<file path="src/rtl/echo_corr_pkg.sv">
// Shared widths, defaults and FSM encoding for the echo_correlator block.
// Also holds the abs/saturate helper used by the correlator datapath.
package echo_corr_pkg;

  localparam int ADC_W  = 12;
  localparam int CORR_W = 18;
  localparam int TOF_W  = 20;
  localparam int ACC_W  = 20;

  localparam int          DEF_TAPS        = 16;
  localparam logic [63:0] DEF_TEMPLATE    = 64'h0000_0000_0000_F0F0;
  localparam int          DEF_ADC_MID     = 2048;
  localparam int          DEF_NUM_SAMPLES = 20000;

  localparam logic [CORR_W-1:0] CORR_MAX = '1;

  typedef enum logic [1:0] {
    IDLE  = 2'd0,
    RUN   = 2'd1,
    DRAIN = 2'd2,
    DONE  = 2'd3
  } state_t;

  // One extra bit keeps the negation of the most negative sum representable.
  function automatic logic [CORR_W-1:0] abs_sat(input logic signed [ACC_W-1:0] acc);
    logic [ACC_W:0] ext;
    logic [ACC_W:0] mag;
    ext = {acc[ACC_W-1], acc};
    mag = acc[ACC_W-1] ? (~ext + 1'b1) : ext;
    if (mag > {{(ACC_W+1-CORR_W){1'b0}}, CORR_MAX})
      abs_sat = CORR_MAX;
    else
      abs_sat = mag[CORR_W-1:0];
  endfunction

endpackage

</file>
<file path="src/rtl/echo_corr_mac.sv">
// Delay line of midscale-removed samples, +/-1 template adder tree, and a
// registered absolute value saturated to CORR_W bits.
module echo_corr_mac
  import echo_corr_pkg::*;
#(
  parameter int          TAPS     = DEF_TAPS,
  parameter logic [63:0] TEMPLATE = DEF_TEMPLATE,
  parameter int          ADC_MID  = DEF_ADC_MID
) (
  input  logic              clk,
  input  logic              rst,
  input  logic              clear,
  input  logic              sample_valid,
  input  logic [ADC_W-1:0]  sample_data,
  output logic [CORR_W-1:0] corr,
  output logic              corr_valid,
  output logic              window_full
);

  localparam int FILL_W = $clog2(TAPS + 1);
  localparam logic signed [ADC_W:0] MID = (ADC_W+1)'(ADC_MID);

  logic signed [ADC_W:0]   tap_reg [TAPS];
  logic signed [ACC_W-1:0] term    [TAPS];
  logic signed [ACC_W-1:0] acc;
  logic signed [ADC_W:0]   d_in;
  logic [FILL_W-1:0]       fill_reg;
  logic                    shift_reg;
  logic [CORR_W-1:0]       corr_reg;
  logic                    corr_valid_reg;

  assign d_in = $signed({1'b0, sample_data}) - MID;

  // Tap 0 always holds the newest sample; only real samples shift the line.
  always_ff @(posedge clk or posedge rst) begin
    if (rst) begin
      for (int i = 0; i < TAPS; i++) tap_reg[i] <= '0;
    end else if (clear) begin
      for (int i = 0; i < TAPS; i++) tap_reg[i] <= '0;
    end else if (sample_valid) begin
      tap_reg[0] <= d_in;
      for (int i = 1; i < TAPS; i++) tap_reg[i] <= tap_reg[i-1];
    end
  end

  generate
    for (genvar gi = 0; gi < TAPS; gi++) begin : g_term
      assign term[gi] = TEMPLATE[gi] ? ACC_W'(tap_reg[gi]) : -ACC_W'(tap_reg[gi]);
    end
  endgenerate

  always_comb begin
    acc = '0;
    for (int i = 0; i < TAPS; i++) acc = acc + term[i];
  end

  assign window_full = (fill_reg == FILL_W'(TAPS));

  always_ff @(posedge clk or posedge rst) begin
    if (rst) begin
      fill_reg       <= '0;
      shift_reg      <= 1'b0;
      corr_reg       <= '0;
      corr_valid_reg <= 1'b0;
    end else if (clear) begin
      fill_reg       <= '0;
      shift_reg      <= 1'b0;
      corr_reg       <= '0;
      corr_valid_reg <= 1'b0;
    end else begin
      shift_reg <= sample_valid;
      if (sample_valid && !window_full)
        fill_reg <= fill_reg + 1'b1;
      // Windows that are not yet full never produce a valid correlation.
      corr_valid_reg <= shift_reg && window_full;
      if (shift_reg)
        corr_reg <= abs_sat(acc);
    end
  end

  assign corr       = corr_reg;
  assign corr_valid = corr_valid_reg;

endmodule

</file>
<file path="src/rtl/echo_correlator.sv">
// Pulse-echo matched-filter detector: FIFO reader FSM, sample indexing and
// peak/time-of-flight tracking. Define ECHO_CORR_FIRST_HIT_EN for first-arrival mode.
module echo_correlator
  import echo_corr_pkg::*;
#(
  parameter int          TAPS        = DEF_TAPS,
  parameter logic [63:0] TEMPLATE    = DEF_TEMPLATE,
  parameter int          NUM_SAMPLES = DEF_NUM_SAMPLES,
  parameter int          ADC_MID     = DEF_ADC_MID
) (
  input  logic              clk_50M,
  input  logic              rst,
  input  logic              sys_start_pulse,
  input  logic [ADC_W-1:0]  fifo_q,
  input  logic              fifo_empty,
  output logic              fifo_rdreq,
  input  logic [CORR_W-1:0] corr_threshold,
  output logic [TOF_W-1:0]  echo_tof,
  output logic [CORR_W-1:0] echo_peak,
  output logic              hit_flag,
  output logic              processing_done
);

  localparam int RD_W = $clog2(NUM_SAMPLES + 1);
  localparam logic [RD_W-1:0] RD_TOTAL = RD_W'(NUM_SAMPLES);
  localparam logic [RD_W-1:0] RD_LAST  = RD_W'(NUM_SAMPLES - 1);

  state_t state_reg, state_next;

  logic [RD_W-1:0]   issued_reg;
  logic              rd_pending_reg;
  logic              cap_valid_reg;
  logic [TOF_W-1:0]  sample_cnt_reg;
  logic [TOF_W-1:0]  cap_idx_reg;
  logic [TOF_W-1:0]  corr_idx_reg;
  logic [CORR_W-1:0] peak_reg;
  logic [TOF_W-1:0]  tof_reg;
  logic              hit_reg;
  logic              rdreq;
  logic              pipe_busy;
  logic              update;

  logic [CORR_W-1:0] corr;
  logic              corr_valid;
  logic              window_full;

`ifdef ECHO_CORR_FIRST_HIT_EN
  logic [CORR_W-1:0] prev_corr_reg;
  logic              frozen_reg;
  logic              freeze;
`endif

  echo_corr_mac #(
    .TAPS     (TAPS),
    .TEMPLATE (TEMPLATE),
    .ADC_MID  (ADC_MID)
  ) u_mac (
    .clk          (clk_50M),
    .rst          (rst),
    .clear        (sys_start_pulse),
    .sample_valid (rd_pending_reg),
    .sample_data  (fifo_q),
    .corr         (corr),
    .corr_valid   (corr_valid),
    .window_full  (window_full)
  );

  assign pipe_busy = rd_pending_reg || cap_valid_reg || corr_valid;

  // A start pulse wins over everything and suppresses the read in its own cycle.
  always_comb begin
    state_next = state_reg;
    rdreq      = 1'b0;
    if (sys_start_pulse) begin
      state_next = RUN;
    end else begin
      case (state_reg)
        IDLE: state_next = IDLE;
        RUN: begin
          rdreq = !fifo_empty && (issued_reg < RD_TOTAL);
          if (rdreq && (issued_reg == RD_LAST))
            state_next = DRAIN;
        end
        DRAIN: begin
          if (!pipe_busy)
            state_next = DONE;
        end
        DONE: state_next = DONE;
        default: state_next = IDLE;
      endcase
    end
  end

  always_comb begin
    update = 1'b0;
`ifdef ECHO_CORR_FIRST_HIT_EN
    freeze = 1'b0;
    if (corr_valid && window_full) begin
      if (!hit_reg) begin
        update = (corr > corr_threshold) && (corr > peak_reg);
      end else if (!frozen_reg) begin
        // Stop at the first non-rising sample after the hit: first local maximum.
        if (corr > prev_corr_reg)
          update = 1'b1;
        else
          freeze = 1'b1;
      end
    end
`else
    update = corr_valid && window_full && (corr > corr_threshold) && (corr > peak_reg);
`endif
  end

  always_ff @(posedge clk_50M or posedge rst) begin
    if (rst) begin
      state_reg      <= IDLE;
      issued_reg     <= '0;
      rd_pending_reg <= 1'b0;
      cap_valid_reg  <= 1'b0;
      sample_cnt_reg <= '0;
      cap_idx_reg    <= '0;
      corr_idx_reg   <= '0;
      peak_reg       <= '0;
      tof_reg        <= '0;
      hit_reg        <= 1'b0;
    end else begin
      state_reg <= state_next;
      if (sys_start_pulse) begin
        // Any read still in flight is dropped; the FIFO itself is left alone.
        issued_reg     <= '0;
        rd_pending_reg <= 1'b0;
        cap_valid_reg  <= 1'b0;
        sample_cnt_reg <= '0;
        cap_idx_reg    <= '0;
        corr_idx_reg   <= '0;
        peak_reg       <= '0;
        tof_reg        <= '0;
        hit_reg        <= 1'b0;
      end else begin
        rd_pending_reg <= rdreq;
        if (rdreq)
          issued_reg <= issued_reg + 1'b1;
        cap_valid_reg <= rd_pending_reg;
        if (rd_pending_reg) begin
          cap_idx_reg    <= sample_cnt_reg;
          sample_cnt_reg <= sample_cnt_reg + 1'b1;
        end
        if (cap_valid_reg)
          corr_idx_reg <= cap_idx_reg;
        if (update) begin
          peak_reg <= corr;
          tof_reg  <= corr_idx_reg;
          hit_reg  <= 1'b1;
        end
      end
    end
  end

`ifdef ECHO_CORR_FIRST_HIT_EN
  always_ff @(posedge clk_50M or posedge rst) begin
    if (rst) begin
      prev_corr_reg <= '0;
      frozen_reg    <= 1'b0;
    end else if (sys_start_pulse) begin
      prev_corr_reg <= '0;
      frozen_reg    <= 1'b0;
    end else begin
      if (corr_valid)
        prev_corr_reg <= corr;
      if (freeze)
        frozen_reg <= 1'b1;
    end
  end
`endif

  assign fifo_rdreq      = rdreq;
  assign echo_tof        = tof_reg;
  assign echo_peak       = peak_reg;
  assign hit_flag        = hit_reg;
  assign processing_done = (state_reg == DONE);

endmodule

</file>
<file path="config.mk">
export PLATFORM = sky130hd
export DESIGN_NAME = echo_correlator
export DESIGN_NICKNAME = d
export VERILOG_FILES = /design/src/rtl/echo_corr_pkg.sv /design/src/rtl/echo_corr_mac.sv /design/src/rtl/echo_correlator.sv
export SDC_FILE = /design/constraint.sdc
export NUM_CORES = 1
export LEC_CHECK = 0
export CORE_ASPECT_RATIO = 0.75
export CORE_UTILIZATION = 48
export DETAILED_ROUTE_END_ITERATION = 12
export GPL_ROUTABILITY_DRIVEN = 0
export PLACE_DENSITY_LB_ADDON = 0.05
export REMOVE_ABC_BUFFERS = 1
export SETUP_SLACK_MARGIN = 0.4
export SLEW_MARGIN = 10
export SYNTH_ARGS = -nofsm -noshare
export SYNTH_HDL_FRONTEND = slang
export SYNTH_SLANG_ARGS = --single-unit
</file>
<file path="constraint.sdc">
create_clock -name clk_50M -period 24.7 [get_ports clk_50M]
set_input_delay 7.41 -clock clk_50M [delete_from_list [all_inputs] [get_ports clk_50M]]
set_output_delay 7.41 -clock clk_50M [all_outputs]
set_load 0.05 [all_outputs]
</file>
=== Word-level counts from Yosys, hierarchy flattened ===
Cells that the tools add are included.

* Input port bits: 34
* Bits in registers: 350
* Output and inout bits: 41
* Logic and storage cells: 118

* Add/subtract/negate cells: 28
* Equality and inequality tests: 7
* Multiplexer cells: 31
* Bitwise logic cells: 1
* Magnitude comparators: 4
* Reductions and logical operators: 18

{| class="wikitable"
|+ Operator list
! cell !! count
|-
| 208-bit 2-to-1 mux || 2
|-
| 20-bit by 13-bit adder with 20-bit output || 8
|-
| 20-bit 2-to-1 mux || 8
|-
| 13-bit negator with 20-bit output || 8
|-
| 20-bit adder || 7
|-
| 18-bit 2-to-1 mux || 5
|-
| 18-bit greater-than comparator || 2
|-
| 15-bit 2-to-1 mux || 2
|-
| 21-bit by 1-bit adder with 21-bit output, second input constant || 1
|-
| 21-bit by 18-bit greater-than comparator with 1-bit output, second input constant || 1
|-
| 21-bit 2-to-1 mux || 1
|-
| 21-bit inverter || 1
|-
| 20-bit by 1-bit adder with 20-bit output, second input constant || 1
|-
| 15-bit by 1-bit adder with 15-bit output, second input constant || 1
|-
| 15-bit equality test, second input constant || 1
|-
| 15-bit less-than comparator, second input constant || 1
|-
| 12-bit by 12-bit subtractor with 13-bit output, second input constant || 1
|-
| 5-bit 2-to-1 mux || 2
|-
| 2-bit nonzero test || 5
|-
| 2-bit case mux with 4 select lines || 1
|-
| 1-bit logical AND || 7
|-
| 1-bit 2-to-1 mux || 7
|-
| 2-bit 2-to-1 mux || 3
|-
| 3-bit != test, second input constant || 2
|-
| other kinds (8) || 11
|}

=== Longest topological paths before layout ===
* Depth after elaboration: 23
* Depth in mapped cells: 26
* Depth with buffers taken out: 25

=== Modules after synthesis ===
A second synthesis with hierarchy kept.

* Cells, all modules: 2040
* Area, all modules: 21291.7 µm²

{| class="wikitable"
|+ By module, submodules not included
! module !! cells each !! area each (µm²) !! sequential area each (µm²) !! times used
|-
| echo_corr_mac || 1425 || 15045.7 || 5430.2 || 1
|-
| echo_correlator || 615 || 6246.0 || 2952.8 || 1
|}

=== Least setup slack after synthesis ===
No wires, ideal clock.

* Kind: in2out
* Start point: in fifo_empty
* End point: out fifo_rdreq
* Required time: 17.290 ns
* Cell stages on the path: 2
* Arrival: 8.557 ns
* Setup slack: 8.733 ns
* Cell sequence: a211oi_2 nor2b_1

* Cells in the longest elaborated chain, start to end: 4

{| class="wikitable"
|+ Ends and longest elaborated chain
! what !! RTL line !! source
|-
| start, declared || echo_correlator.sv:15 || <nowiki>input logic fifo_empty,</nowiki>
|-
| 1-bit zero test || echo_correlator.sv:80 || <nowiki>rdreq = !fifo_empty && (issued_reg < RD_TOTAL);</nowiki>
|-
| 1-bit logical AND || echo_correlator.sv:80 ||
|-
| 1-bit 2-to-1 mux || echo_correlator.sv:77 || <nowiki>case (state_reg)</nowiki>
|-
| 1-bit 2-to-1 mux || echo_correlator.sv:74 || <nowiki>if (sys_start_pulse) begin</nowiki>
|-
| end, declared || echo_correlator.sv:16 || <nowiki>output logic fifo_rdreq,</nowiki>
|}

No other way between the ends.

=== Worst setup path in the final report ===
Same ends and word-level chain as after synthesis.

==> run_results.csv <==
group,metric,value,unit
run_status,outcome,"finished clean",
floorplanning,core,42450,um2
detailed_routing,via_count,13049,
setup_path,critical_path_class,"in2out",
floorplanning,start_util,0.4916,
setup_path,critPathArrivalTime,9.39,ns
synth,synth-edff-count,0,
global_routing,grt_pass1_vias,13611,
floorplanning,io-pin-count,75,
detailed_routing,drtPass1Iterations,4,
power_and_ir_drop,max-vdd-ir-drop,0.05246,mV
finish,largest_register_ffs,192,
timing,relSlewSlack,0.3099,
detailed_routing,wl_met1,22.38,mm
clock_tree,cts_num_sinks,334,
synth,ys.warnings.count,0,
synth,synth-seq-area-share,0.4005,
finish,nNetsFinal,2313,
detailed_routing,dr_wl_met2,16.73,mm
floorplanning,die_area,44320,um2
setup_path,r2r_slack,17.78,ns
clock_tree,h-tree-depth,2,
job,maxCapViolations,0,
power_and_ir_drop,p_leak,0.01045,uW
finish,instances_no_fill,2626,
finish,final_common_cell,"inv_1",
finish,areaGrowthSynthToFinish,12.24,%
setup_path,critPathLaunchType,"input port",
finish,drive_gt1_frac,0.04716,
finish,diodes,0,
global_routing,grt_util_all_layers,0.1950,
timing,slew_violations,0,
synth,synth_compound_area_frac,0.04910,
synth,ys_seq_elements,334,
global_routing,grt_pass1_wl,70.50,mm
clock_tree,clock_latency,0.55,ns
setup_path,crit_start,"fifo_empty",
placed_design,dp_hpwl,28.72,mm
synth,synthXorXnorAreaFrac,0.02224,
setup_path,end_kind,"output pin",
synth,yosys.cell_types.count,63,
timing,fin_crit,16.80,ns
synth,synth-simple-area-share,0.09869,
clock_tree,cts_tree,"built",
clock_tree,holdBufCountCts,0,
placed_design,io_buffers,74,
synth,syn_inst,1986,
finish,fillers,3782,
power_and_ir_drop,power_density,67.14,nW/um2
floorplanning,die_width,242.8,um
timing,skew,0.02524,ns
synth,synth_flop_cell,"dfrtp_1",
global_routing,grt_overflow,0,
worst_hold_path,worstHoldPathType,"reg2reg",
clock_tree,clockBufferDepth,3,
clock_tree,postCtsSetupBuffers,0,
detailed_routing,antenna_left,0,
detailed_routing,viasPerCell,4.969,
power_and_ir_drop,finalPower,1573,uW
synth,synth_area,20870,um2
timing,finalSetupViolCount,0,
global_routing,grt_max_degree,145,
synth,syn_area_per_cell,10.51,um2
synth,async_flop_share,1.000,
detailed_routing,top_layer_used,"met4",
worst_hold_path,min_from,"hit_flag",
placed_design,dp_slack,7.873,ns
detailed_routing,drt-total-wl,41.16,mm
timing,max_freq,59.51,MHz
floorplanning,die_h,182.6,um
timing,setup_ws,7.895,ns
setup_path,r2r_start,"u_mac.tap_reg[15]",
setup_path,cp_max_fo,7,
clock_tree,root_buffer,"clkbuf_16",
placed_design,placed_cells,2561,
finish,layout_common_cells,"386 x inv_1, 338 x nor2_1, 332 x dfrtp_1",
detailed_routing,wl_met3,1.500,mm
synth,synth_fa_ha_area_frac,0.2145,
detailed_routing,drt_iter0_drc,720,
global_routing,antenna_found_initial,0,
detailed_routing,drcViolationCount,0,
synth,yosys-mux-area-fraction,0.1300,
floorplanning,rows,65,
setup_path,cp.required,17.29,ns
timing,worstMarginPinSlew,1.035,ns
clock_tree,clk_pin_slew,0.06,ns
clock_tree,cts_resized,0,
timing,finalCritPeriodShare,0.6803,
detailed_routing,wl_per_cell,15.67,um
timing,rsz0062_at_grt,"false",
timing,fin_tns_setup,0,ns
synth,synth_top_family_by_area,"adder cells",
timing,timing.hold.ws,0.4969,ns
timing,finalHoldViolCount,0,
clock_tree,numCtsBuffers,37,
-- synth_stat cells, drive strengths merged, types with 3 or more instances --
cell type | count | share of area
inv | 387 | 0.070
nor2 | 338 | 0.061
dfrtp | 334 | 0.40
mux2i | 271 | 0.13
fa | 183 | 0.18
ha | 65 | 0.039
clkbuf | 48 | 0.0086
xor2 | 38 | 0.016
a21oi | 33 | 0.0079
buf | 31 | 0.0067
nand2 | 31 | 0.0056
a211oi | 28 | 0.013
nand3 | 27 | 0.0071
o21ai | 24 | 0.0058
nand4 | 17 | 0.0051
a21o | 16 | 0.0058
xnor2 | 15 | 0.0063
nor4 | 8 | 0.0031
or3 | 8 | 0.0024
and3 | 7 | 0.0023
nand2b | 6 | 0.0018
a31oi | 5 | 0.0015
nor2b | 5 | 0.0015
nor3 | 5 | 0.0012
o21a | 5 | 0.0018
or2 | 5 | 0.0015
and2 | 4 | 0.0012
and4 | 4 | 0.0017
nor3b | 3 | 0.0011
o2111a | 3 | 0.0016
o31ai | 3 | 0.0013
or4 | 3 | 0.0013
-- metrics by stage --
stage	instance area, um2	utilization
after global placement	22130	0.5212
after floorplan	20550	-
final	23420	0.5517
after detailed placement	22130	0.5212
after CTS	23420	0.5517
after global routing	23420	0.5517
-- cells by family (layout without fill, tap and decap cells) --
kind of cell    count (synthesis)  count (layout)
simple gates                  473             473
buf+inv                       466             537
flops                         334             334
mux                           271             271
fa+ha+maj                     248             248
compound gates                141             141
xor+xnor                       53              53
-- area by class of cell --
class,instances,area [um2],share of cell area
clock buffer,52,1052,0.04493
clock inverter,13,244.0,0.01042
inverter,387,1460,0.06234
multi-input combinational,1186,10750,0.4590
sequential,334,8363,0.3571
tap,569,711.9,0.03040
timing repair buffer,85,840.8,0.03590
-- critical path, stage by stage --
cell and delay, ns:
clkdlybuf4s50_1 0.44, a211oi_2 0.45, nor2b_1 0.26, clkdlybuf4s50_1 0.83
-- power breakdown --
part | switching (uW) | internal [uW]
Clock | 233 | 353
Combinational | 265 | 159
Sequential | 9.16 | 553
-- path summary, 6_finish.rpt --
kind	to	cells past startpoint
worst max-delay path	fifo_rdreq	4
worst min-delay path	hit_flag	2
worst max register to register	u_mac.corr[0]	22
worst min register to register	hit_flag	2
max in group asynchronous	rd_pending_reg	4
min in group asynchronous	u_mac.tap_reg[128]	2
-- metal layers --
metal	GRT usage	vias to the layer above
met2	0.2763	159
met5	0	-
li1	-	6359
met4	0.03824	0
met3	0.02926	43
met1	0.3141	6488
Note: power is estimated with default switching activity, not from simulation.
